--- src/rtl/fifo_pkg.sv ---
// Shared async-FIFO helpers: pointer width convention and gray/binary conversion.
// Used by both the read-side and write-side pointer controllers.
package fifo_pkg;

  localparam int PTR_EXTRA_BITS = 1;

  function automatic int ptr_width(input int addr_width);
    return addr_width + PTR_EXTRA_BITS;
  endfunction

  function automatic logic [31:0] bin2gray(input logic [31:0] b);
    return b ^ (b >> 1);
  endfunction

  // Prefix XOR from the MSB down, done in log2 doubling steps.
  function automatic logic [31:0] gray2bin(input logic [31:0] g);
    logic [31:0] b;
    b = g;
    for (int s = 1; s < 32; s = s << 1) begin
      b = b ^ (b >> s);
    end
    return b;
  endfunction

endpackage

--- src/rtl/fifo_gray_conv.sv ---
// Binary-to-gray register stage; one cycle latency, no backpressure.
// Shared by read and write pointer controllers.
module fifo_gray_conv
  import fifo_pkg::*;
#(
  parameter int W = 4
) (
  input  logic         clk,
  input  logic         rst_n,
  input  logic [W-1:0] bin_i,
  output logic [W-1:0] gray_q
);

  logic [W-1:0] gray_d;

  always_comb begin
    gray_d = W'(bin2gray(32'(bin_i)));
  end

  always_ff @(posedge clk) begin
    if (!rst_n) begin
      gray_q <= '0;
    end else begin
      gray_q <= gray_d;
    end
  end

endmodule

--- src/rtl/fifo_rd_ctrl.sv ---
// Async FIFO read-side pointer/EMPTY controller; reads update RADDR/RPTR/EMPTY at the accepting edge.
// RINC is ignored while EMPTY; optional registered fill level under FIFO_RD_LEVEL_EN.
module fifo_rd_ctrl
  import fifo_pkg::*;
#(
  parameter int ADDR_WIDTH = 3
) (
  input  logic                  CLK,
  input  logic                  RST,
  input  logic                  RINC,
  input  logic [ADDR_WIDTH:0]   SYNC_WPTR,
  output logic [ADDR_WIDTH-1:0] RADDR,
  output logic [ADDR_WIDTH:0]   RPTR,
  output logic                  EMPTY
`ifdef FIFO_RD_LEVEL_EN
  ,
  output logic [ADDR_WIDTH:0]   RLEVEL
`endif
);

  localparam int PW = ptr_width(ADDR_WIDTH);

  logic          rd_en;
  logic [PW-1:0] rbin_q, rbin_d;
  logic [PW-1:0] rgray_next;
  logic          empty_q, empty_d;

  always_comb begin
    rd_en      = RINC & ~empty_q;
    rbin_d     = rbin_q + PW'(rd_en);
    rgray_next = PW'(bin2gray(32'(rbin_d)));
    // Compare the post-read pointer so the last read empties at the same edge.
    empty_d    = (rgray_next == SYNC_WPTR);
  end

  always_ff @(posedge CLK) begin
    if (!RST) begin
      rbin_q  <= '0;
      empty_q <= 1'b1;
    end else begin
      rbin_q  <= rbin_d;
      empty_q <= empty_d;
    end
  end

  fifo_gray_conv #(.W(PW)) u_rptr_conv (
    .clk    (CLK),
    .rst_n  (RST),
    .bin_i  (rbin_d),
    .gray_q (RPTR)
  );

  assign RADDR = rbin_q[ADDR_WIDTH-1:0];
  assign EMPTY = empty_q;

`ifdef FIFO_RD_LEVEL_EN
  logic [PW-1:0] rlevel_q, rlevel_d;

  always_comb begin
    rlevel_d = PW'(gray2bin(32'(SYNC_WPTR))) - rbin_d;
  end

  always_ff @(posedge CLK) begin
    if (!RST) begin
      rlevel_q <= '0;
    end else begin
      rlevel_q <= rlevel_d;
    end
  end

  assign RLEVEL = rlevel_q;
`endif

endmodule
--- config.mk ---
export PLATFORM = sky130hd
export DESIGN_NAME = fifo_rd_ctrl
export DESIGN_NICKNAME = d
export VERILOG_FILES = /design/src/rtl/fifo_pkg.sv /design/src/rtl/fifo_gray_conv.sv /design/src/rtl/fifo_rd_ctrl.sv
export SDC_FILE = /design/constraint.sdc
export NUM_CORES = 1
export LEC_CHECK = 0
export CORE_AREA = 4 4 41 43
export DETAILED_ROUTE_END_ITERATION = 7
export DIE_AREA = 0 0 45 47
export SLEW_MARGIN = 10
export SYNTH_ARGS = -nofsm -noshare
export SYNTH_HDL_FRONTEND = slang
export SYNTH_SLANG_ARGS = --single-unit
--- constraint.sdc ---
create_clock -name CLK -period 3.7 [get_ports CLK]
set_input_delay 0.555 -clock CLK [delete_from_list [all_inputs] [get_ports CLK]]
set_output_delay 0.555 -clock CLK [all_outputs]
set_load 0.02 [all_outputs]
==> summary.md <==
| Metric | Value |
|---|---|
| Clock sink count | `8` |
| Final instance area | `588 µm²` |
| Die W | `45 µm` |
| Mean post-synth cell area | `12.7 µm²` |
| Final WL | `750 µm` |
| Dpl hpwl | `~600 µm` |
| Die Y | `about 47 µm` |
| Final Slew Violations | `0` |
| Top cell type's share of synthesized area | `0.394` |
| Grt ovf | `0` |
| TritonCTS Buffers | `3` |
| CP Launch Type | `primary input` |
| Final Hold Fails | `0` |
| Worst Tran Pin Value | `about 0.26 ns` |
| # Post-CTS Setup Buffers | `0` |
| Max-cap violations | `0` |
| Worst-path maximum fanout | `4` |
| CTS tree | `done` |
| Detailed Routing Iterations Pass 1 | `3` |
| Max H-tree Level | `1` |
| Post-route setup TNS | `0 ns` |
| DRT antenna net count | `0` |
| Final Net Count | `60` |
| Gr usage total | `0.0866` |
| Clock Latency Late Sink | `0.26 ns` |
| Layout area overhead | `44.6%` |
| Type of the most critical hold path | `reg -> reg` |
| Clk root buf | `clkbuf_4` |
| Synth top area cells | `dfxtp_1 (39%), xnor3_1 (11%), xnor2_1 (11%)` |
| CP required | `3.85 ns` |
| Rows | `13` |
| First-pass GRT wire length | `1.20 mm` |
| Die area | `2120 µm²` |
| Routed vias | `287` |
| Drt wl/cell | `11.7 µm` |
| Pleak | `between 0.2 and 0.25 nW` |
| VDD IR max | `174 µV` |
| Mapped Area | `407 µm²` |
| Fin crit share | `0.634` |
| Synth warnings | `0` |
| # IOs | `15` |
| Vias/cell | `about 4.5` |
| Skew final | `about 0.0067 ns` |
| DRT iter0 DRCs | `2` |
| Vias in the first global route | `283` |
| PwrDens | `approximately 350 nW/µm²` |
| Slowest stage delay, CP | `0.43 ns` |
| Crit-path cells | `clkdlybuf4s50_1, nor2b_1, ha_1, ha_1, xnor3_1, o41ai_2` |
| Gate Count Post-Synth | `32` |
| Arr. time, crit path | `about 2.5 ns` |
| WS Path Type | `in -> reg` |
| Seq cells post-synth | `8` |
| CP endpoint kind | `register` |
| Most common cell on crit path | `ha_1` |
| F_max | `0.426 GHz` |
| Clock-pin slew on the worst setup and hold paths | `0.06 ns` |
| Area leader, netlist | `dfxtp_1` |
| DRC | `0` |
| Sequential-to-total area share from yosys stat | `0.394` |
| I/O Buffers | `14` |
| Placed Area | `approximately 570 µm²` |
| Share of cells above drive strength 1 | `0.122` |
| Clock Path Buffers | `2` |
| Crit path time final | `2.35 ns` |
| Starting density of the core | `0.313` |
| # hold bufs at CTS | `0` |
| Worst rel slew slack | `0.825` |
| Syn Nets | `around 40` |
| PostCTS Resize Cnt | `0` |
| Final Setup Violations | `0` |
| Status | `finished clean` |
| Netlist cell types | `11` |
| RePlAce Congestion | `0.675` |
| Largest net degree at the start of global routing | `9` |
| Unrepaired setup endpoints after global routing | `no` |
| Initial antenna violation count | `0` |
| Critical-path top delay cell | `xnor3_1` |
| Antenna diode instance count | `0` |
| Core Area | `around 1300 µm²` |
flip-flops by register name, summed over array words and instances, names as in the netlist:
name	count
rbin_q	4
u_rptr_conv.gray_q	3
EMPTY	1
path summary, 6_finish.rpt:
check        startpoint   endpoint  cells past startpoint  slack [ns]
min           rbin_q[3]  rbin_q[3]                      2        0.65
max reg2reg       EMPTY      EMPTY                      5        1.82
min reg2reg   rbin_q[3]  rbin_q[3]                      2        0.65
max                RINC      EMPTY                      6        1.35
cell usage after synthesis:
cell,number
nor2b_1,2
ha_1,2
xnor2_1,5
dfxtp_1,8
nand3_1,1
xnor2_2,1
a21boi_4,1
xor2_1,3
o41ai_2,1
and2_1,6
xnor3_1,2
cells in the final DEF, fill, tap and decap left out:
cell             instances
clkbuf_4                 3
and2_1                   6
xnor3_1                  2
xnor2_1                  5
dfxtp_1                  8
a21boi_4                 1
nand3_1                  1
ha_1                     2
clkdlybuf4s50_1         14
nor2b_1                  2
o41ai_2                  1
xor2_1                   3
xnor2_2                  1
area by class of cell:
class	count	area, µm²
Multi-Input combinational cell	24	246
Clock buffer	3	22.5
Tap cell	15	18.8
Fill cell	132	713
Timing Repair Buffer	14	140
Sequential cell	8	160
routing by layer:
layer | track usage | vias to the layer above | share of wire | wire [µm]
met5 | 0 | - | 0 | 0
met4 | 0.0702 | 0 | 0.025 | 19
met3 | 0.0460 | 4 | 0.069 | 52
met2 | 0.144 | 12 | 0.50 | 376
met1 | 0.0787 | 130 | 0.40 | 302
li1 | - | 141 | - | -
worst max-delay path: cells and delay by family:
family | cells | cell delay (ns)
buffers and inverters | 1 | 0.40
XOR/XNOR | 1 | 0.43
adder cells (fa/ha/maj) | 2 | 0.63
AND/OR/NAND/NOR | 1 | 0.14
AO/OA/AOI/OAI | 1 | 0.34
where the power goes:
| part | internal, mW | switching [mW] | total, mW |
|---|---|---|---|
| Sequential | 0.0906 | 0.00211 | 0.0928 |
| Clock | 0.0373 | 0.0316 | 0.0689 |
| Combinational | 0.0242 | 0.0178 | 0.0421 |
| Total | 0.152 | 0.0516 | 0.204 |
cells by family (layout without fill, tap and decap cells):
group / Yosys count / after routing / share of synthesized area
fa+ha+maj: 2 / 2 / 0.0615
xor+xnor: 11 / 11 / 0.323
buf+inv: 0 / 17 / 0
simple gates: 9 / 9 / 0.135
compound gates: 2 / 2 / 0.0862
flops: 8 / 8 / 0.394
through the flow:
| stage | setup WS (ns) | instances | hold slack [ns] | total power [mW] | utilization |
|---|---|---|---|---|---|
| 2_1_floorplan | 1.64 | 32 | 0.611 | 0.118 | - |
| 3_3_place_gp | 1.15 | 61 | 0.621 | 0.136 | 0.435 |
| 3_5_place_dp | 1.08 | 61 | 0.633 | 0.137 | 0.435 |
| 4_1_cts | 1.33 | 64 | 0.649 | 0.206 | 0.452 |
| 5_1_grt | 1.30 | 64 | 0.666 | 0.215 | 0.452 |
| 6_report | 1.35 | 64 | 0.647 | 0.204 | 0.452 |
No activity file was read; power rests on OpenSTA's default activity.
